## config.mk

```make
export PLATFORM = sky130hd
export DESIGN_NAME = account_perf_ranker_flat
export DESIGN_NICKNAME = d
export VERILOG_FILES = /design/src/rtl/account_perf_ranker_if.sv /design/src/rtl/account_perf_ranker.sv /design/src/flat_wrapper.sv
export SDC_FILE = /design/constraint.sdc
export NUM_CORES = 1
export LEC_CHECK = 0
export CAP_MARGIN = 30
export CORE_MARGIN = 1
export CORE_UTILIZATION = 55
export CTS_BUF_LIST = sky130_fd_sc_hd__clkbuf_4 sky130_fd_sc_hd__clkbuf_8
export DETAILED_ROUTE_END_ITERATION = 10
export GPL_ROUTABILITY_DRIVEN = 0
export PLACE_DENSITY = 0.75
export SETUP_SLACK_MARGIN = 0.5
export SLEW_MARGIN = 30
export SYNTH_ARGS = -nofsm -noshare
export SYNTH_HDL_FRONTEND = slang
export SYNTH_SLANG_ARGS = --single-unit
```

## constraint.sdc

```tcl
create_clock -name clk -period 22.1 [get_ports clk]
set_input_delay 4.42 -clock clk [delete_from_list [all_inputs] [get_ports clk]]
set_output_delay 4.42 -clock clk [all_outputs]
set_load 0.005 [all_outputs]
```

## src/rtl/account_perf_ranker_if.sv

```systemverilog
// Record stream into the ranker and its ranked-account result.
// The master drives records; the slave (ranker) returns ready and the result pulse.
interface account_perf_ranker_if #(
  parameter int DSIZE = 8
);
  logic             in_valid;
  logic [DSIZE-1:0] in_account;
  logic [DSIZE-1:0] in_A;
  logic [DSIZE-1:0] in_T;
  logic             ready;
  logic             out_valid;
  logic [DSIZE-1:0] out_account;

  modport master (
    output in_valid, in_account, in_A, in_T,
    input  ready, out_valid, out_account
  );

  modport slave (
    input  in_valid, in_account, in_A, in_T,
    output ready, out_valid, out_account
  );
endinterface

```

## src/rtl/account_perf_ranker.sv

```systemverilog
// Ranks accounts by A*T over a sliding window of WIN records and reports the
// lowest-performing account; 10 cycles per record, ready is low while busy.
module account_perf_ranker #(
  parameter int DSIZE = 8,
  parameter int WIN   = 5
) (
  input  logic                 clk,
  input  logic                 rst_n,
  account_perf_ranker_if.slave s_rec
);
  localparam int PW = 2 * DSIZE;
  localparam int BW = $clog2(DSIZE);
  localparam int CW = $clog2(WIN + 1);

  typedef enum logic [1:0] {IDLE, MUL, CMP} state_t;

  state_t           r_state;
  logic             r_ready;
  logic             r_out_valid;
  logic [DSIZE-1:0] r_out_account;
  logic [DSIZE-1:0] r_a;
  logic [DSIZE-1:0] r_t;
  logic [DSIZE-1:0] r_in_acct;
  logic [PW-1:0]    r_acc;
  logic [BW-1:0]    r_bit;
  logic [CW-1:0]    r_count;
  logic [PW-1:0]    r_win_perf [WIN];
  logic [DSIZE-1:0] r_win_acct [WIN];

  logic [PW-1:0]    w_a_shift;
  logic [PW-1:0]    w_perf_n [WIN];
  logic [DSIZE-1:0] w_acct_n [WIN];
  logic [PW-1:0]    w_min_perf;
  logic [DSIZE-1:0] w_min_acct;
  logic [CW-1:0]    w_count_n;

  assign w_a_shift = PW'(r_a) << r_bit;
  assign w_count_n = (r_count == CW'(WIN)) ? r_count : r_count + CW'(1);

  // Window after the shift: index 0 is oldest, WIN-1 is the record just multiplied.
  // The <= scan lets the newest of equal minima win.
  always_comb begin
    for (int i = 0; i < WIN - 1; i++) begin
      w_perf_n[i] = r_win_perf[i+1];
      w_acct_n[i] = r_win_acct[i+1];
    end
    w_perf_n[WIN-1] = r_acc;
    w_acct_n[WIN-1] = r_in_acct;
    w_min_perf = w_perf_n[0];
    w_min_acct = w_acct_n[0];
    for (int i = 1; i < WIN; i++) begin
      if (w_perf_n[i] <= w_min_perf) begin
        w_min_perf = w_perf_n[i];
        w_min_acct = w_acct_n[i];
      end
    end
  end

  always_ff @(posedge clk) begin
    if (!rst_n) begin
      r_state       <= IDLE;
      r_ready       <= 1'b0;
      r_out_valid   <= 1'b0;
      r_out_account <= '0;
      r_a           <= '0;
      r_t           <= '0;
      r_in_acct     <= '0;
      r_acc         <= '0;
      r_bit         <= '0;
      r_count       <= '0;
      for (int i = 0; i < WIN; i++) begin
        r_win_perf[i] <= '1;
        r_win_acct[i] <= '0;
      end
    end else begin
      case (r_state)
        IDLE: begin
          r_out_valid <= 1'b0;
          if (s_rec.in_valid && r_ready) begin
            r_a       <= s_rec.in_A;
            r_t       <= s_rec.in_T;
            r_in_acct <= s_rec.in_account;
            r_acc     <= '0;
            r_bit     <= '0;
            r_ready   <= 1'b0;
            r_state   <= MUL;
          end else begin
            r_ready <= 1'b1;
          end
        end
        MUL: begin
          if (r_t[r_bit]) begin
            r_acc <= r_acc + w_a_shift;
          end
          r_bit <= r_bit + BW'(1);
          if (r_bit == BW'(DSIZE - 1)) begin
            r_state <= CMP;
          end
        end
        CMP: begin
          for (int i = 0; i < WIN; i++) begin
            r_win_perf[i] <= w_perf_n[i];
            r_win_acct[i] <= w_acct_n[i];
          end
          r_count <= w_count_n;
          if (w_count_n == CW'(WIN)) begin
            r_out_valid   <= 1'b1;
            r_out_account <= w_min_acct;
          end
          r_ready <= 1'b1;
          r_state <= IDLE;
        end
        default: r_state <= IDLE;
      endcase
    end
  end

  assign s_rec.ready       = r_ready;
  assign s_rec.out_valid   = r_out_valid;
  assign s_rec.out_account = r_out_account;
endmodule

```

## src/flat_wrapper.sv

```systemverilog
// flat-port wrapper written by rule: the top's interface ports become plain ports
module account_perf_ranker_flat 
#(
  parameter int DSIZE = 8,
  parameter int WIN   = 5
)
  (clk, rst_n, s_rec_in_valid, s_rec_in_account, s_rec_in_A, s_rec_in_T, s_rec_ready, s_rec_out_valid, s_rec_out_account);
  account_perf_ranker_if #(.DSIZE(DSIZE)) s_rec_i ();
  input  logic clk;
  input  logic rst_n;
  input wire logic [$bits(s_rec_i.in_valid)-1:0] s_rec_in_valid;
  input wire logic [$bits(s_rec_i.in_account)-1:0] s_rec_in_account;
  input wire logic [$bits(s_rec_i.in_A)-1:0] s_rec_in_A;
  input wire logic [$bits(s_rec_i.in_T)-1:0] s_rec_in_T;
  output wire logic [$bits(s_rec_i.ready)-1:0] s_rec_ready;
  output wire logic [$bits(s_rec_i.out_valid)-1:0] s_rec_out_valid;
  output wire logic [$bits(s_rec_i.out_account)-1:0] s_rec_out_account;
  assign s_rec_i.in_valid = s_rec_in_valid;
  assign s_rec_i.in_account = s_rec_in_account;
  assign s_rec_i.in_A = s_rec_in_A;
  assign s_rec_i.in_T = s_rec_in_T;
  assign s_rec_ready = s_rec_i.ready;
  assign s_rec_out_valid = s_rec_i.out_valid;
  assign s_rec_out_account = s_rec_i.out_account;
  account_perf_ranker #(.DSIZE(DSIZE), .WIN(WIN)) u_core (.clk(clk), .rst_n(rst_n), .s_rec(s_rec_i));
endmodule
```

### After elaboration in Yosys (flattened, before gate mapping)

Memories as Yosys holds them, arrays and structs flattened.
Cells that the tools add are included.

| cells by class | value |
|---|---|
| order comparisons | 5 |
| reductions and logical operators | 10 |
| add/subtract/negate cells | 3 |
| shift operators | 1 |
| equal/unequal tests | 9 |
| muxes and demuxes | 36 |
| bitwise gates (word level) | 10 |

Operator list:

| cell | count |
|---|---|
| two-way mux 16 bit | 10 |
| two-way mux 8 bit | 9 |
| <= comparator 16 bit | 4 |
| one-hot mux 16 bit (2 select lines) | 1 |
| adder 16 bit | 1 |
| left shift 8 x 3 -> 16 bit | 1 |
| OR 1 bit | 10 |
| AND reduction 2 bit | 5 |
| == test 3 bit, second input constant | 3 |
| inequality test 2 x 1 -> 1 bit, second input constant | 4 |
| two-way mux 1 bit | 7 |
| adder 3 x 1 -> 3 bit, second input constant | 2 |
| two-way mux 3 bit | 2 |
| one-hot mux 3 bit (2 select lines) | 1 |
| < comparator 3 x 4 -> 1 bit, second input constant | 1 |
| two-way mux 2 bit | 2 |
| one-hot mux 1 bit (2 select lines) | 2 |
| one-hot mux 2 bit (2 select lines) | 1 |
| nonzero test 2 bit | 2 |
| binary-select mux 1 bit (select 3 bit) | 1 |
| AND reduction 3 bit | 1 |
| == test 2 x 1 -> 1 bit, second input constant | 1 |
| == test 2 bit, second input constant | 1 |
| zero test 2 bit | 1 |
| logical AND 1 bit | 1 |

| storage, ports and cells | value |
|---|---|
| RAM bits | 120 |
| logic and storage cells | 86 |
| bits in registers | 58 |
| memories | 2 |
| input bits | 27 |

Memory list:

| memory | depth | width | rd ports | clocked after memory_dff | wr ports | line | source |
|---|---|---|---|---|---|---|---|
| u_core.r_win_perf | 5 | 16 | 4 | 0 | 5 | account_perf_ranker.sv:27 | `logic [PW-1:0] r_win_perf [WIN];` |
| u_core.r_win_acct | 5 | 8 | 4 | 0 | 5 | account_perf_ranker.sv:28 | `logic [DSIZE-1:0] r_win_acct [WIN];` |

### Longest topological paths before layout

| depth | value |
|---|---|
| depth in word-level cells | 8 |
| mapped depth | 42 |
| mapped depth without buffers | 36 |

### Least setup slack after synthesis

Ideal clock, no wire load.

| timing path | value |
|---|---|
| path kind | reg-to-reg |
| start | mem u_core.r_win_perf[0][47] (netlist name) |
| end | reg u_core.r_out_account[4], in the netlist u_core.s_rec.out_account[4] |
| setup slack | 14.152 ns |
| arrival | 7.852 ns |
| cell stages (with the launch flop) | 38 |
| data required time | 22.005 ns |
| period minus slack after synthesis | 7.948 ns |
| cell sequence | edfxtp_1 ha_1 nand4_2 nor4_2 a21boi_2 o31a_4 buf_4 buf_2 buf_2 mux2i_1 ha_1 and3_1 nand3_1 or4_1 a2111o_1 and2_4 buf_6 mux2_4 (+2 left out) o22ai_1 nor3_1 o31ai_1 a21oi_1 a41oi_1 clkbuf_1 mux2_2 ha_1 o21ai_0 a21oi_1 o21ai_0 a21oi_1 o21ai_0 a21oi_1 nand4_1 clkbuf_1 or4_1 o311ai_1 |

RTL lines:

| item | line | source |
|---|---|---|
| from (decl) | account_perf_ranker.sv:27 |  |
| to (signal assigned) | account_perf_ranker.sv:108 | `r_out_account <= w_min_acct;` |
| to (decl) | account_perf_ranker.sv:20 | `logic [DSIZE-1:0] r_out_account;` |

==> results.sh <==
export IMPL_cp_start_kind="flip-flop"
export IMPL_total_leakage_power_uw=0.00415
export IMPL_cts_resized=0
export IMPL_vdd_ir_drop_max_v=0.0000358
export IMPL_cpPeakStageDelay_ns=0.79
export IMPL_arrival_ns=9.58
export IMPL_post_place_ws_ns=12.94
export IMPL_met2WireLength_um=8790
export IMPL_crit_family="compound AO/OA/AOI/OAI gates"
export IMPL_cts_root_buf="clkbuf_8"
export IMPL_fin_setup_tns_ns=0
export IMPL_num_vias=6669
export IMPL_worst_r2r_setup_slack_ns=12.86
export IMPL_postLayoutCoreUtil_pct=62.5
export IMPL_postCtsSetupBuffers=0
export IMPL_clk_pin_slew_ns=0.09
export IMPL_synth_warnings=0
export IMPL_rows=46
export IMPL_max_freq_mhz=108
export IMPL_syn_avg_cell_area_sq_um=9.86
export IMPL_grt_first_pass_wirelength_um=31500
export IMPL_period_share_pct=41.8
export IMPL_finalMaxSlewViolations=0
export IMPL_n_fill_cell=1342
export IMPL_grt_pass1_vias=6354
export IMPL_status="finished clean"
export IMPL_synth_top_area_share_pct=31.6
export IMPL_cp_common_cell="a21oi_1"
export IMPL_synth_area_sq_um=9130
export IMPL_endpoint_kind="flip-flop"
export IMPL_yosysUniqueCellTypes=63
export IMPL_async_flop_share_pct=0
export IMPL_clockBufferDepth=2
export IMPL_cp_required_ns=22.44
export IMPL_ys_flop_type="edfxtp_1"
export IMPL_grt_overflow=0
export IMPL_yosysSeqAreaShare_pct=44.3
export IMPL_die_w_um=131
export IMPL_dr_pass1_iters=5
export IMPL_io_pins=37
export IMPL_synth_edf_count=96
export IMPL_slew_headroom_pct=36.5
export IMPL_wl_met1_um=8960
export IMPL_crit_cells=35
export IMPL_wl_per_cell_um=16.2
export IMPL_syn2layout_area_growth_pct=9.86
export IMPL_skew_ns=0.0129
export IMPL_cellPowerDensity_nw_per_um2=54.4
export IMPL_cap_viol_max_count=0
export IMPL_path_max_fanout=32
export IMPL_synth_net_count=1035
export IMPL_fin_nets=1048
export IMPL_finalSetupViolCount=0
export IMPL_synth_seq_cells=154
export IMPL_hold_viol=0
export IMPL_netlist_instances=926
export IMPL_routed_via_density=5.71
export IMPL_grt_use_total_pct=23.9
export IMPL_worst_setup_path_type="reg2reg"
export IMPL_routed_wl_um=18900
export IMPL_antenna_found_initial=0
export IMPL_critPathSlowestCell="nor3b_1"
export IMPL_dp_hpwl_um=13500
export IMPL_tritoncts="done"
export IMPL_initial_core_util_pct=56.8
export IMPL_h_tree_depth=4
export IMPL_whs_path_depth=2
export IMPL_die_area_sq_um=17100
export IMPL_hold_path_class="reg2reg"
export IMPL_cp_num_buf_inv=1
export IMPL_fp_dieH_um=131
export IMPL_wl_met3_um=923
export IMPL_synth_top_cell_by_area="edfxtp_1"
export IMPL_clkLatencyLatePin_ns=0.46
export IMPL_yosysMostFrequentCell="nand2_1"
export IMPL_reg2reg_depth=35
export IMPL_core_sq_um=16100
export IMPL_synthTopCellsByArea="edfxtp_1 32%, dfxtp_1 13%, ha_1 11%, nand2_1 5.2%, mux2i_1 3.5%"
export IMPL_ctsHoldBuffers=0
export IMPL_grt_max_degree=85
export IMPL_ys_top_cells_by_count="127 x nand2_1, 96 x edfxtp_1, 81 x ha_1, 58 x dfxtp_1"
export IMPL_ant_nets=0
export IMPL_layout_setup_ws_ns=12.86
export IMPL_diodes=0
export IMPL_rsz0062_at_grt="false"
export IMPL_drtIter0Drc=460
export IMPL_drive_gt1_share_pct=7.14
export IMPL_worst_pin_slew_ns=0.944
export IMPL_port_buffers=36
export IMPL_highest_layer="met4"
export IMPL_period_needed_ns=9.24
export IMPL_cts_sinks=154
export IMPL_drc=0
export IMPL_numCtsBuffers=17
==> cell families after synthesis <==
group | Yosys count | synth area share, %
compound gates | 193 | 14.3
xor+xnor | 12 | 1.15
fa+ha+maj | 82 | 11.3
buf+inv | 99 | 4.26
flops | 154 | 44.3
mux | 47 | 5.69
simple gates | 339 | 19.0
==> state kept, by name, indices dropped and copies added (netlist names), 2 cells and up, named ones only <==
register,flops
u_core.r_win_perf,64
u_core.r_bit,3
u_core.r_in_acct,8
u_core.r_a,8
u_core.r_t,8
u_core.s_rec.out_account,8
u_core.r_win_acct,32
u_core.r_acc,16
u_core.r_state,2
==> metrics by stage <==
step	area, sq um	total power [uW]	cells	hold WS [ns]
final	10000	546	1168	0.470
after global routing	10000	565	1168	0.500
after CTS	10000	550	1168	0.474
after detailed placement	9640	345	1136	0.461
after global placement	9630	345	1136	0.454
after floorplan	9130	335	926	0.440
==> layout make-up <==
| type | instances | area (sq um) | area share [%] |
|---|---|---|---|
| Clock inverter | 12 | 111 | 1.11 |
| Inverter | 51 | 191 | 1.91 |
| Tap cell | 216 | 270 | 2.69 |
| Timing Repair Buffer | 42 | 404 | 4.03 |
| Sequential cell | 154 | 4040 | 40.3 |
| Multi-Input combinational cell | 673 | 4740 | 47.2 |
| Clock buffer | 20 | 269 | 2.68 |
==> worst paths after layout <==
path,startpoint,to
worst min register to register,u_core.r_t[0]$_SDFFE_PN0P_,u_core.r_t[0]$_SDFFE_PN0P_
worst max register to register,u_core.r_win_perf[0][47]$_SDFFCE_PN1P_,u_core.s_rec.out_account[0]$_SDFFE_PN0P_
worst min-delay path,u_core.r_t[0]$_SDFFE_PN0P_,u_core.r_t[0]$_SDFFE_PN0P_
worst max-delay path,u_core.r_win_perf[0][47]$_SDFFCE_PN1P_,u_core.s_rec.out_account[0]$_SDFFE_PN0P_
==> worst register-to-register path: cells and delay by family (launching register included) <==
family | cells | cell delay (ns)
AOI/OAI and AO/OA | 17 | 4.07
muxes | 2 | 0.64
adders and majority gates | 4 | 1.25
DFF | 1 | 0.41
buffers and inverters | 1 | 0.26
and+or+nand+nor | 11 | 2.50
==> per-layer routing <==
metal,track usage (%),up-vias
li1,-,3384
met1,32.3,3112
met2,38.7,156
met3,4.23,17
met4,8.38,0
met5,0,-
==> layout by cell type (no fill, tap or decap), types with 6 or more instances in the layout <==
master,instances
nand2_1,126
edfxtp_1,96
ha_1,81
dfxtp_1,58
inv_1,52
nand2b_1,51
o21ai_0,43
and3_1,37
a21boi_0,35
clkdlybuf4s50_1,35
a21oi_1,33
mux2i_1,32
nor2_1,26
nand3_1,26
clkbuf_8,19
nor2b_1,18
a21o_1,18
a31oi_1,15
and2_1,13
mux2_2,11
nand4_1,8
or4_1,8
a222oi_1,8
nor3_1,6
xnor2_1,6
xor2_1,6
==> where the power goes <==
group | internal [uW] | switching [uW]
registers | 309 | 4.18
clock network | 97.3 | 110
logic | 10.9 | 14.6
Note: power is estimated with default switching activity, not from simulation.
